File: src/rtl/bdc_sync_if.sv
// BDC SYNC engine bundle: sequencer handshake, BKGD pad pins and measured result.
interface bdc_sync_if;
  logic        start;
  logic        bkgd_in;
  logic        bkgd_oe;
  logic        bkgd_out;
  logic        busy;
  logic [31:0] sync_length;
  logic        set_sync_length;
  logic        err_timeout;
  logic        err_range;

  modport master (
    output start, bkgd_in,
    input  bkgd_oe, bkgd_out, busy, sync_length, set_sync_length, err_timeout, err_range
  );

  modport slave (
    input  start, bkgd_in,
    output bkgd_oe, bkgd_out, busy, sync_length, set_sync_length, err_timeout, err_range
  );
endinterface

File: src/rtl/bdc_sync_measure.sv
// Host-side BDC SYNC: drives the request pulse on BKGD, then times the target's
// low response in clk cycles (bit period as count/128 fixed point).
module bdc_sync_measure #(
  parameter int unsigned REQ_LOW_CYCLES = 20000,
  parameter int unsigned SPEEDUP_CYCLES = 4,
  parameter int unsigned WAIT_TIMEOUT   = 65535,
  parameter int unsigned MIN_LOW_CYCLES = 128,
  parameter int unsigned MAX_LOW_CYCLES = 32'h00FF_FFFF
) (
  input logic        clk,
  input logic        rst,
  bdc_sync_if.slave  bus
);

  typedef enum logic [2:0] {
    S_IDLE,
    S_REQ_LOW,
    S_SPEEDUP,
    S_WAIT_FALL,
    S_MEASURE,
    S_DONE
  } state_t;

  localparam logic [31:0] REQ_LAST = 32'(REQ_LOW_CYCLES - 1);
  localparam logic [31:0] SPD_LAST = 32'(SPEEDUP_CYCLES - 1);
  localparam logic [31:0] TMO_LAST = 32'(WAIT_TIMEOUT - 1);
  localparam logic [31:0] MIN_LOW  = 32'(MIN_LOW_CYCLES);
  localparam logic [31:0] MAX_LOW  = 32'(MAX_LOW_CYCLES);

  state_t      state_q, state_d;
  logic [31:0] cnt_q, cnt_d;
  logic [31:0] len_q, len_d;
  logic        set_q, set_d;
  logic        tmo_q, tmo_d;
  logic        rng_q, rng_d;
  logic [1:0]  sync_q;
  logic        bs;

  // Both edges see the same 2-cycle synchronizer delay, so it drops out of the count.
  assign bs = sync_q[1];

  always_ff @(posedge clk) begin
    if (rst) begin
      state_q <= S_IDLE;
      cnt_q   <= '0;
      len_q   <= '0;
      set_q   <= 1'b0;
      tmo_q   <= 1'b0;
      rng_q   <= 1'b0;
      sync_q  <= 2'b11;
    end else begin
      state_q <= state_d;
      cnt_q   <= cnt_d;
      len_q   <= len_d;
      set_q   <= set_d;
      tmo_q   <= tmo_d;
      rng_q   <= rng_d;
      sync_q  <= {sync_q[0], bus.bkgd_in};
    end
  end

  always_comb begin
    state_d = state_q;
    cnt_d   = cnt_q + 32'd1;
    len_d   = len_q;
    set_d   = 1'b0;
    tmo_d   = 1'b0;
    rng_d   = 1'b0;
    unique case (state_q)
      S_IDLE: begin
        cnt_d = '0;
        if (bus.start) state_d = S_REQ_LOW;
      end
      S_REQ_LOW: begin
        if (cnt_q == REQ_LAST) begin
          state_d = S_SPEEDUP;
          cnt_d   = '0;
        end
      end
      S_SPEEDUP: begin
        if (cnt_q == SPD_LAST) begin
          state_d = S_WAIT_FALL;
          cnt_d   = '0;
        end
      end
      S_WAIT_FALL: begin
        // A low sample on the last allowed cycle still counts as the response.
        if (!bs) begin
          state_d = S_MEASURE;
          cnt_d   = 32'd1;
        end else if (cnt_q == TMO_LAST) begin
          state_d = S_DONE;
          cnt_d   = '0;
          tmo_d   = 1'b1;
        end
      end
      S_MEASURE: begin
        if (bs) begin
          state_d = S_DONE;
          cnt_d   = '0;
          if (cnt_q < MIN_LOW) begin
            rng_d = 1'b1;
          end else begin
            set_d = 1'b1;
            len_d = cnt_q;
          end
        end else if (cnt_q >= MAX_LOW) begin
          state_d = S_DONE;
          cnt_d   = '0;
          rng_d   = 1'b1;
        end
      end
      S_DONE: begin
        state_d = S_IDLE;
        cnt_d   = '0;
      end
      default: begin
        state_d = S_IDLE;
        cnt_d   = '0;
      end
    endcase
  end

  assign bus.bkgd_oe         = (state_q == S_REQ_LOW) || (state_q == S_SPEEDUP);
  assign bus.bkgd_out        = (state_q != S_REQ_LOW);
  assign bus.busy            = (state_q != S_IDLE);
  assign bus.sync_length     = len_q;
  assign bus.set_sync_length = set_q;
  assign bus.err_timeout     = tmo_q;
  assign bus.err_range       = rng_q;

endmodule
File: src/flat_wrapper.sv
// flat-port wrapper written by rule: the top's interface ports become plain ports
module bdc_sync_measure_flat 
#(
  parameter int unsigned REQ_LOW_CYCLES = 20000,
  parameter int unsigned SPEEDUP_CYCLES = 4,
  parameter int unsigned WAIT_TIMEOUT   = 65535,
  parameter int unsigned MIN_LOW_CYCLES = 128,
  parameter int unsigned MAX_LOW_CYCLES = 32'h00FF_FFFF
)
  (clk, rst, bus_start, bus_bkgd_in, bus_bkgd_oe, bus_bkgd_out, bus_busy, bus_sync_length, bus_set_sync_length, bus_err_timeout, bus_err_range);
  bdc_sync_if bus_i ();
  input logic clk;
  input logic rst;
  input wire logic [$bits(bus_i.start)-1:0] bus_start;
  input wire logic [$bits(bus_i.bkgd_in)-1:0] bus_bkgd_in;
  output wire logic [$bits(bus_i.bkgd_oe)-1:0] bus_bkgd_oe;
  output wire logic [$bits(bus_i.bkgd_out)-1:0] bus_bkgd_out;
  output wire logic [$bits(bus_i.busy)-1:0] bus_busy;
  output wire logic [$bits(bus_i.sync_length)-1:0] bus_sync_length;
  output wire logic [$bits(bus_i.set_sync_length)-1:0] bus_set_sync_length;
  output wire logic [$bits(bus_i.err_timeout)-1:0] bus_err_timeout;
  output wire logic [$bits(bus_i.err_range)-1:0] bus_err_range;
  assign bus_i.start = bus_start;
  assign bus_i.bkgd_in = bus_bkgd_in;
  assign bus_bkgd_oe = bus_i.bkgd_oe;
  assign bus_bkgd_out = bus_i.bkgd_out;
  assign bus_busy = bus_i.busy;
  assign bus_sync_length = bus_i.sync_length;
  assign bus_set_sync_length = bus_i.set_sync_length;
  assign bus_err_timeout = bus_i.err_timeout;
  assign bus_err_range = bus_i.err_range;
  bdc_sync_measure #(.REQ_LOW_CYCLES(REQ_LOW_CYCLES), .SPEEDUP_CYCLES(SPEEDUP_CYCLES), .WAIT_TIMEOUT(WAIT_TIMEOUT), .MIN_LOW_CYCLES(MIN_LOW_CYCLES), .MAX_LOW_CYCLES(MAX_LOW_CYCLES)) u_core (.clk(clk), .rst(rst), .bus(bus_i));
endmodule
File: config.mk
export PLATFORM = sky130hd
export DESIGN_NAME = bdc_sync_measure_flat
export DESIGN_NICKNAME = d
export VERILOG_FILES = /design/src/rtl/bdc_sync_if.sv /design/src/rtl/bdc_sync_measure.sv /design/src/flat_wrapper.sv
export SDC_FILE = /design/constraint.sdc
export NUM_CORES = 1
export LEC_CHECK = 0
export ABC_AREA = 1
export CAP_MARGIN = 10
export CORE_ASPECT_RATIO = 1.1
export CORE_UTILIZATION = 25
export CTS_BUF_LIST = sky130_fd_sc_hd__clkbuf_2 sky130_fd_sc_hd__clkbuf_4 sky130_fd_sc_hd__clkbuf_8
export DETAILED_ROUTE_END_ITERATION = 12
export PLACE_DENSITY = 0.45
export SYNTH_ARGS = -nofsm -noshare
export SYNTH_HDL_FRONTEND = slang
export SYNTH_SLANG_ARGS = --single-unit
File: constraint.sdc
create_clock -name clk -period 1.7 [get_ports clk]
set_input_delay 0.17 -clock clk [delete_from_list [all_inputs] [get_ports clk]]
set_output_delay 0.17 -clock clk [all_outputs]
set_load 0.02 [all_outputs]
==> results.md <==
* Wirelength per Cell at 13.6 um
* CTS buffer count at 9
* Vias per Instance at about 4.4
* Post-synthesis compound-gate area fraction at 7.45%
* Sequential share of power at between 40% and 50%
* Syn-to-layout area delta at 57.6%
* Initial antenna violation count at 0
* Status: complete, but fails checks
* Fraction of layout cells with a size suffix above 1 at a little over two fifths
* Core footprint at 0.0138 mm^2
* Post-DP HPWL at roughly 7500 um
* Pre-antenna DRT Iters at 4
* Worst-Skew Late Latency at roughly 0.35 ns
* Crit. End Element: flip-flop
* Sw power at between 1000 and 1500 uW
* Final WL at 10800 um
* Internal cell power at 2810 uW
* Starting Density at between 20% and 30%
* Top delay family on crit path: simple AND/OR/NAND/NOR gates
* Worst Skew at 0.00997 ns
* Setup violations, final at 24
* Initial DRC count at 93
* #FFs+latches synth at 72
* CP max-delay cell: dfxtp_4
* Row count at between 40 and 50
* Net Count, Synth at roughly 490
* GRT Total Usage at 14.7%
* Synth Area in XOR/XNOR at 4.70%
* Synthesized area at 0.00354 mm^2
* RSZ-0062 raised after global routing: yes
* Grt ovf at 0
* # H-tree levels at 3
* Logic pwr share at ~25%
* Failing checks: setup timing
* Synth cell types at 33
* GPL Wtd Cong at between 0.9 and 1
* Vias at between 3000 and 4000
* Fillers at approximately 1400
* Diode count at 0
* CP arrival at slightly above 2 ns
* Mux share of post-synthesis cell area at 0%
* Simple logic cell fraction of the synthesized area at just under 40%
* Switching share of total power at between 30% and 40%
* Die Span Y at about 130 um
* Worst setup margin at -0.0769 ns
* Max cap viols at 0
* Fin crit share at 105%
* R2R Setup Slk at -0.08 ns
* I/O pin total at 42
* Final-stage net count at 608
* Syn Inst Count at 486
* Antenna-violating nets left at 0
* Clk pwr share at between 30% and 40%
* Maximum vdd drop at 0.431 mV
* Final hold violation count at 0
* Synth top area cells: dfxtp_1 41%, nand2_1 11%, nor2_1 7.3%
* Largest net degree at the start of global routing at 23
* Crit path time final at roughly 1.8 ns
* Sequential fraction of the synthesis area at 40.7%
* Sinks on Clock Net at 72
* Crit Path Max Fanout at 5
* Worst hold margin at roughly 0.38 ns
* Area of the die at ~0.015 mm^2
* Yosys warns at 0
* Leak at about 0.0019 uW
* Die X at 115 um
* Vias in the first global route at between 3000 and 4000
* Main combinational cell family by area after synthesis: simple AND/OR/NAND/NOR gates
* PD cells at between 700 and 800 mW/mm^2
* Req. time, crit path at between 1.5 and 2 ns
* Cts hold-fix bufs at 0
* Crit-path cells: ha_4 -> inv_4 -> nor2_4 -> nand2_4 -> nor2_4 -> nand2_2 -> nand3_2 -> nand2_2 -> nor2_4 -> nor2_4 -> clkinv_4 -> clkbuf_16 -> nor2_4
* CP max stage delay at between 0.3 and 0.4 ns
* Worst hold path type: in2reg
* Synth Area in Adders at less than 1%
* CP Buf/Inv Count at 3
* DRC at 0
* Clk slew on worst S/H paths at 0.07 ns
* Global-route wire length before repair at roughly 17000 um
* F_max at about 0.56 GHz
* Root buffer cell: clkbuf_8
* IO buf count at between 40 and 50
* Setup TNS at -1.05 ns
* Clock buffer depth at 2
* Area leader, netlist: dfxtp_1
* Worst path most repeated cell: nor2_4
* Crit path launch type: flip-flop
* Top cell type's share of synthesized area at 40.7%
* Crit Path Category: reg2reg
* CTS tree: yes
* Slew @ Worst Pin at about 0.35 ns
* Max Slew Vio Count at 0
* Synth Area per Inst at 7.29 um^2
* Max_slew headroom at approximately 76%
## final timing paths
kind / start / end / cells past startpoint
hold reg to reg: u_core.sync_q[0]$_SDFF_PP1_ / u_core.sync_q[1]$_SDFF_PP1_ / 1
setup / recovery: u_core.cnt_q[0]$_SDFF_PP0_ / u_core.cnt_q[17]$_SDFF_PP0_ / 13
setup reg to reg: u_core.cnt_q[0]$_SDFF_PP0_ / u_core.cnt_q[17]$_SDFF_PP0_ / 13
hold / removal: bus_bkgd_in / u_core.sync_q[0]$_SDFF_PP1_ / 2
## cell usage in the layout (no fill, tap or decap), drive strengths merged
master / netlist / routed
or3: 1 / 1
nor4: 7 / 7
or2: 4 / 4
and3: 1 / 1
clkinv: 1 / 4
dlygate4sd2: 0 / 2
nand2: 115 / 115
xnor2: 5 / 5
nor2: 90 / 90
nand3: 47 / 47
dfxtp: 72 / 72
a311oi: 1 / 1
nor3: 17 / 17
inv: 36 / 35
nand4: 5 / 5
o21ai: 5 / 5
ha: 2 / 2
a21oi: 43 / 43
clkbuf: 7 / 19
buf: 12 / 79
nor3b: 1 / 1
xor2: 14 / 14
clkdlybuf4s50: 0 / 38
## power by group through the flow
| stage | clock, uW | sequential, uW | combinational, uW |
|---|---|---|---|
| detailed placement | 0 | 1810 | 876 |
| finish | 1290 | 1770 | 1030 |
| global placement | 0 | 1810 | 872 |
| CTS | 1350 | 1770 | 925 |
| floorplan | 0 | 1810 | 573 |
| global route | 1430 | 1780 | 1120 |
## metal layers
metal  share of wire (%)  GRT usage [%]
met5                   0              0
met4                 1.5           5.73
met1                  47           19.4
met3                 3.5           2.63
met2                  48           23.6
## state kept, by name (all words and copies together), names as in the netlist
| name | flops |
|---|---|
| u_core.bus.sync_length | 32 |
| u_core.cnt_q | 32 |
| u_core.state_q | 3 |
| u_core.sync_q | 2 |
| u_core.bus.err_range | 1 |
| u_core.bus.err_timeout | 1 |
| u_core.bus.set_sync_length | 1 |
## per-stage QoR
| stage | utilization, % | cells | instance area, um^2 | setup WS [ns] | power (uW) |
|---|---|---|---|---|---|
| global placement | 33.5 | 761 | 4610 | -0.0559 | 2680 |
| global route | 40.5 | 795 | 5580 | -0.164 | 4330 |
| floorplan | - | 486 | 3560 | 0.0149 | 2380 |
| finish | 40.5 | 795 | 5580 | -0.0769 | 4090 |
| detailed placement | 33.5 | 761 | 4610 | -0.0871 | 2680 |
| CTS | 35.6 | 782 | 4910 | -0.0543 | 4050 |
## cells in the mapped netlist
| cell type | count |
|---|---|
| inv_2 | 1 |
| nor2_2 | 7 |
| xnor2_1 | 5 |
| xor2_1 | 14 |
| inv_1 | 34 |
| nor3_1 | 17 |
| or3_1 | 1 |
| buf_2 | 3 |
| and3_1 | 1 |
| a21oi_2 | 1 |
| ha_1 | 2 |
| buf_4 | 6 |
| nor3b_1 | 1 |
| clkbuf_1 | 7 |
| nor4_1 | 7 |
| buf_12 | 1 |
| nor2_1 | 69 |
| inv_6 | 1 |
| or2_2 | 4 |
| o21ai_0 | 4 |
| nand3_2 | 3 |
| buf_6 | 2 |
| nand2_1 | 107 |
| nor2_4 | 14 |
| nand2_4 | 1 |
| a311oi_1 | 1 |
| clkinv_1 | 1 |
| nand2_2 | 7 |
| a21oi_1 | 42 |
| o21ai_4 | 1 |
| nand4_1 | 5 |
| dfxtp_1 | 72 |
| nand3_1 | 44 |
## cell families (layout without fill, tap and decap cells)
logic type,Yosys count,count (layout)
flops,72,72
xor+xnor,19,19
buf+inv,56,177
fa+ha+maj,2,2
compound gates,49,49
simple gates,288,288
## final cells by class
type / count / area (um^2) / share of cell area [%]
flip-flops and latches: 72 / 1480 / 26.5
clock buffers: 14 / 174 / 3.12
clock inverters: 2 / 13.8 / 0.247
multi-input cells: 358 / 2330 / 41.7
well taps: 188 / 235 / 4.21
inverters: 37 / 149 / 2.67
repair buffers: 124 / 1200 / 21.5
## timing repair
item / 4_1_cts / 5_1_grt
gates resized for setup: 24 / 148
pin swaps: 1 / 52
buffers inserted: 5 / 9
cloned: 1 / 6
setup endpoints to repair: 37 / 69
Note: power is estimated with default switching activity, not from simulation.
